## config.mk

```make
export PLATFORM = sky130hd
export DESIGN_NAME = btn_press_classifier
export DESIGN_NICKNAME = d
export VERILOG_FILES = /design/src/rtl/btn_press_classifier.sv
export SDC_FILE = /design/constraint.sdc
export NUM_CORES = 1
export LEC_CHECK = 0
export CORE_MARGIN = 10
export CORE_UTILIZATION = 55
export CTS_BUF_LIST = sky130_fd_sc_hd__clkbuf_16
export DETAILED_ROUTE_END_ITERATION = 7
export MAX_ROUTING_LAYER = met4
export PLACE_DENSITY = 0.82
export SYNTH_ARGS = -nofsm -noshare
export SYNTH_HDL_FRONTEND = slang
export SYNTH_SLANG_ARGS = --single-unit
```

## constraint.sdc

```tcl
create_clock -name clk -period 2.9 [get_ports clk]
set_input_delay 0.29 -clock clk [delete_from_list [all_inputs] [get_ports clk]]
set_output_delay 0.29 -clock clk [all_outputs]
set_load 0.05 [all_outputs]
```

## src/rtl/btn_press_classifier.sv

```systemverilog
// Turns a debounced button level into press / short / long / auto-repeat pulses plus a held level.
// Optional auto-repeat in LONG is enabled by defining BTN_AUTOREPEAT_EN.
module btn_press_classifier #(
  parameter int LONG_CYCLES   = 25_000_000,
  parameter int REPEAT_CYCLES = 5_000_000,
  parameter int CNT_W         = $clog2((LONG_CYCLES > REPEAT_CYCLES) ? LONG_CYCLES : REPEAT_CYCLES) + 1
) (
  input  logic clk,
  input  logic rst,
  input  logic in,
  output logic press_pulse,
  output logic short_pulse,
  output logic long_pulse,
  output logic repeat_pulse,
  output logic held
);

  // state | meaning
  // IDLE  | button released, waiting for a high sample
  // PRESS | held, counting towards the long-press threshold
  // LONG  | long press qualified, held asserted until release
  typedef enum logic [1:0] {IDLE, PRESS, LONG} state_t;

  localparam logic [CNT_W-1:0] LONG_LAST = CNT_W'(LONG_CYCLES - 1);

  state_t           state, state_n;
  logic [CNT_W-1:0] cnt, cnt_n;
  logic             press_n, short_n, long_n, held_n;

`ifdef BTN_AUTOREPEAT_EN
  localparam logic [CNT_W-1:0] REP_LAST = CNT_W'(REPEAT_CYCLES - 1);
  logic repeat_n;
`endif

  always_ff @(posedge clk or posedge rst) begin
    if (rst) begin
      state       <= IDLE;
      cnt         <= '0;
      press_pulse <= 1'b0;
      short_pulse <= 1'b0;
      long_pulse  <= 1'b0;
      held        <= 1'b0;
    end else begin
      state       <= state_n;
      cnt         <= cnt_n;
      press_pulse <= press_n;
      short_pulse <= short_n;
      long_pulse  <= long_n;
      held        <= held_n;
    end
  end

`ifdef BTN_AUTOREPEAT_EN
  always_ff @(posedge clk or posedge rst) begin
    if (rst) repeat_pulse <= 1'b0;
    else     repeat_pulse <= repeat_n;
  end
`else
  assign repeat_pulse = 1'b0;
`endif

  always_comb begin
    state_n = state;
    cnt_n   = cnt;
    press_n = 1'b0;
    short_n = 1'b0;
    long_n  = 1'b0;
    held_n  = 1'b0;
`ifdef BTN_AUTOREPEAT_EN
    repeat_n = 1'b0;
`endif
    case (state)
      IDLE: begin
        if (in) begin
          state_n = PRESS;
          cnt_n   = CNT_W'(1);
          press_n = 1'b1;
        end
      end
      PRESS: begin
        if (!in) begin
          state_n = IDLE;
          cnt_n   = '0;
          short_n = 1'b1;
        end else if (cnt == LONG_LAST) begin
          state_n = LONG;
          cnt_n   = '0;
          long_n  = 1'b1;
          held_n  = 1'b1;
        end else begin
          cnt_n = cnt + CNT_W'(1);
        end
      end
      LONG: begin
        if (!in) begin
          state_n = IDLE;
          cnt_n   = '0;
        end else begin
          held_n = 1'b1;
`ifdef BTN_AUTOREPEAT_EN
          // Counter restarts on each repeat so the period is exactly REPEAT_CYCLES samples.
          if (cnt == REP_LAST) begin
            cnt_n    = '0;
            repeat_n = 1'b1;
          end else begin
            cnt_n = cnt + CNT_W'(1);
          end
`endif
        end
      end
      default: begin
        state_n = IDLE;
        cnt_n   = '0;
      end
    endcase
  end

endmodule

```

# Word level (Yosys, flattened, before mapping)
# Cells that the tools add are included.
# word_totals
register_bits,32
in_bits,3
out_inout_bits,5
elab_cells,34
# classes
addsub,1
eq_ne,6
muxes,18
reduce_logical,3
# ops
op,count
2-to-1 mux 26 bit,4
one-hot mux 26 bit (3 select lines),1
"adder 26 x 1 -> 26 bit, second input constant",1
"== test 26 x 25 -> 1 bit, second input constant",1
2-to-1 mux 2 bit,4
2-to-1 mux 1 bit,7
one-hot mux 2 bit (3 select lines),1
"!= test 2 bit, second input constant",2
"!= test 3 bit, second input constant",1
AND reduction 3 bit,1
"== test 2 x 1 -> 1 bit, second input constant",1
"== test 2 bit, second input constant",1
logical NOT 2 bit,1
one-hot mux 1 bit (2 select lines),1
AND reduction 2 bit,1

# Longest topological paths before layout
# depth
depth_word,4
depth_mapped,7
depth_no_buf,7

# Worst setup path after synthesis
# OpenSTA, ideal clock, no wires.
# synth_timing
path_kind,register -> register
from,reg state[0]
to,reg cnt[24]
setup_ns,0.130
t_arrival_ns,1.930
t_required_ns,2.770
path_slack_ns,0.840
stages_incl_launch_ff,8
n_path_buf,0
synth_period_minus_slack_ns,2.060
cell_sequence,dfrtp_1 > inv_1 > ha_1 > mux2_4 > or4_4 > nor4_4 > xnor2_1 > nor2_2
# synth_between
elab_chain_len,3
word_cells_on_any_way,7
classes_between,eq/ne: 4; mux: 1; reduce/logical: 2
# synth_lines
item,line_no,source
from (decl),26,"state_t state, state_n;"
from (signal assigned),44,state <= state_n;
== test 2 bit or logical NOT 2 bit (tied branches),72,case (state)
!= test 2 bit (no source line),--,
AND reduction 2 bit (no source line),--,
to (signal assigned),45,cnt <= cnt_n;
to (decl),27,"logic [CNT_W-1:0] cnt, cnt_n;"
# Several ways; a longest one is shown, not always the timed one.
# A chain may end at the register's enable or synchronous reset.

# Worst setup path after layout
# layout_timing
from,reg cnt[0]
to,reg state[0]
# layout_between
elab_chain_len,3
# layout_lines
item,line_no,source
== test 26 x 25 -> 1 bit,85,end else if (cnt == LONG_LAST) begin
!= test 3 bit (no source line),--,
AND reduction 3 bit (no source line),--,
# No other way between the ends.

==> flow_metrics.py <==
metrics = {
    "clocking": {
        "holdBufCountCts": 0,
        "postCtsSetupRepairBufs": 0,
        "clockBufferDepth": 2,
        "cts-resized-gates": 0,
        "cts_root_buffer": "clkbuf_16",
        "clock_sinks": 32,
        "htreeDepth": 2,
        "tritoncts": "yes",
        "insertion_delay_ns": 0.28,
        "clkTransAtPathRegs_ns": 0.05,
        "cts_made_buffers": 5,
    },
    "timing": {
        "fin_crit_ns": 2.458,
        "finClkSkew_ns": 0.004568,
        "drv_slew": 0,
        "slew_headroom_pct": 47.35,
        "fin_setup_tns_ns": 0,
        "setup_viol": 0,
        "fin_hold_ws_ns": 0.3996,
        "worst_slew_pin_slew_ns": 0.7825,
        "fmax_mhz": 406.8,
        "period_share_pct": 84.76,
        "rsz0062_at_grt": "false",
        "hold_viol_final": 0,
    },
    "yosys": {
        "yosysSeqAreaShare_pct": 44.98,
        "synth.distinct_cells": 37,
        "netlist_instances": 194,
        "netlist_area_sq_um": 1780,
        "synth.ff_latch_count": 32,
        "syn_area_per_cell_sq_um": 9.178,
        "synthesis.nets": 201,
        "ys_warn_count": 0,
    },
    "placed_design": {
        "gp_congestion": 0.8667,
        "dp.cells": 241,
        "dp.final_hpwl_mm": 2.853,
        "portBuffers": 6,
    },
    "finish": {
        "antenna_cells": 0,
        "finalNonFillerCells": 249,
        "nNetsFinal": 211,
        "syn2layout_area_growth_pct": 13.77,
        "drive_gt1_share_pct": 9.268,
    },
    "critical_path": {
        "slowest_stage": "nor4_1",
        "r2r_start": "cnt[0]$_DFFE_PP0P_",
        "cp-end-kind": "flip-flop",
        "critical_path_class": "reg -> reg",
        "crit_chain": "ha_1, nand2_1, nor4_1, a21oi_1, nor2_2, o21ai_0",
        "path_max_fanout": 10,
        "cp_data_required_time_ns": 3.04,
        "cp-startpoint": "cnt[0]$_DFFE_PP0P_",
        "crit_buf_inv": 0,
        "critPathArrivalTime_ns": 2.60,
        "slowest_delay_ns": 0.54,
        "critPathLaunchType": "flip-flop",
        "cp_top_family": "simple AND/OR/NAND/NOR gates",
    },
    "flow_run": {
        "drv_cap": 0,
    },
    "floorplanning": {
        "pin_count": 8,
        "die-width_um": 76.90,
        "initial_core_util_pct": 57.85,
        "rows": 20,
        "die_area_sq_um": 5913,
        "die_h_um": 76.90,
        "core_area_sq_um": 3078,
    },
    "drt": {
        "viasPerCell": 6.016,
        "num_vias": 1498,
        "ant_nets": 0,
        "dr.pass1.iters": 5,
        "wl_per_cell_um": 16.58,
        "drc": 0,
        "finalWirelength_mm": 4.129,
        "drt_iter0_drc": 197,
    },
    "global_route": {
        "antenna_found_initial": 0,
        "grt_util_all_layers_pct": 15.35,
        "grt_max_degree": 33,
        "grt_pass1_wl_mm": 7.341,
        "grt_pass1_vias": 1488,
        "grt_overflow": 0,
    },
    "min_path": {
        "hp-class": "in -> async",
    },
    "pwr": {
        "p_leak_nw": 0.8218,
        "power_density_nw_per_um2": 654.9,
        "peakVddDrop_v": 0.0004678,
        "total_power_mw": 1.327,
    },
    "outcome": {
        "status": "completed",
    },
}
## per-stage QoR
stage | utilization (%) | cell area, sq um | worst slack (ns)
global route | 65.81 | 2026 | 0.2788
finish | 65.81 | 2026 | 0.4419
global placement | 61.30 | 1887 | 0.3696
detailed placement | 61.30 | 1887 | 0.2949
CTS | 65.81 | 2026 | 0.4965
floorplan | - | 1780 | 0.8403
## sequential cells by signal (all words and copies together), names as in the netlist
register,count
cnt,26
state,2
held,1
long_pulse,1
press_pulse,1
short_pulse,1
## synthesized netlist by cell type
cell	count	area share, %
xor2_1	5	2.5
and3_1	4	1.4
nand3_1	11	3.1
ha_1	4	2.8
or3_1	2	0.70
nand4_1	8	2.8
a21o_1	2	0.84
clkbuf_1	4	0.84
and4_1	3	1.5
buf_4	1	0.42
xnor2_1	4	2.0
or4_1	8	3.4
or4_4	1	0.63
mux2_4	1	0.84
nor4_1	5	1.8
o22ai_1	1	0.35
nand2b_1	3	1.1
o31ai_1	2	0.84
nor2_2	3	1.1
nor4_4	1	1.2
nor2b_1	2	0.70
o22a_1	1	0.49
nor3_1	1	0.28
buf_6	1	0.63
dfrtp_1	32	45
conb_1	1	0.21
inv_1	12	2.5
a21oi_1	14	3.9
nor4_2	2	1.4
buf_2	1	0.28
nor2_1	13	2.7
nor4b_1	1	0.49
nand2_1	15	3.2
o21ai_0	17	4.8
mux2i_1	1	0.56
and2_1	4	1.4
o2bb2ai_1	3	1.5
## area by class of cell
cell class	instances	area [sq um]
fill	246	1052
sequential	32	800.8
clock inverter	3	13.76
inverter	12	45.04
multi-input combinational	143	895.9
tap	44	55.05
timing repair buffer	10	90.09
clock buffer	5	125.1
## final timing paths
path / cells past startpoint / slack, ns / end
setup / recovery: 6 / 0.44 / state[0]$_DFFE_PP0P_
hold / removal: 3 / 0.40 / cnt[5]$_DFFE_PP0P_
setup reg to reg: 6 / 0.44 / state[0]$_DFFE_PP0P_
hold reg to reg: 2 / 0.54 / cnt[1]$_DFFE_PP0P_
max in group asynchronous: 3 / 2.21 / cnt[25]$_DFFE_PP0P_
min in group clk: 2 / 0.54 / cnt[1]$_DFFE_PP0P_
## cell families (layout without fill, tap and decap cells)
| logic type | count (synthesis) | in the layout | synth area share, % |
|---|---|---|---|
| AOI/OAI and AO/OA | 40 | 40 | 12.72 |
| buffers and inverters | 19 | 30 | 4.708 |
| and+or+nand+nor | 87 | 87 | 28.74 |
| xor gates and xnor gates | 9 | 9 | 4.427 |
| DFF | 32 | 32 | 44.98 |
| muxes | 2 | 2 | 1.405 |
| adders and majority gates | 4 | 4 | 2.811 |
| other | 1 | 1 | 0.2106 |
## tightest hold or removal path, delay by kind of cell
family / cells / cell delay [ns]
buffers and inverters: 3 / 0.81
## cell usage in the layout, fill, tap and decap left out, types with 5 or more instances in the layout
master and n:
a21oi_1 14, clkbuf_16 5, clkdlybuf4s50_1 6, dfrtp_1 32, inv_1 12, nand2_1 15, nand3_1 11, nand4_1 8
nor2_1 13, nor4_1 5, o21ai_0 17, or4_1 8, xor2_1 5
## per-layer routing
layer	GRT usage [%]	vias up	routed length [um]	part of all wire, %
met3	4.662	12	215	5.2
met4	7.807	0	103	2.5
met2	22.77	55	1950	47
met5	-	-	0	0
li1	-	718	-	-
met1	18.41	713	1859	45
## where the power goes
| part | total, mW | internal [mW] | switching (mW) | leakage (nW) |
|---|---|---|---|---|
| sequential | 0.503 | 0.477 | 0.0262 | 0.440 |
| clock | 0.502 | 0.311 | 0.191 | 0.0710 |
| combinational | 0.322 | 0.103 | 0.219 | 0.311 |
Note: power is estimated with default switching activity, not from simulation.
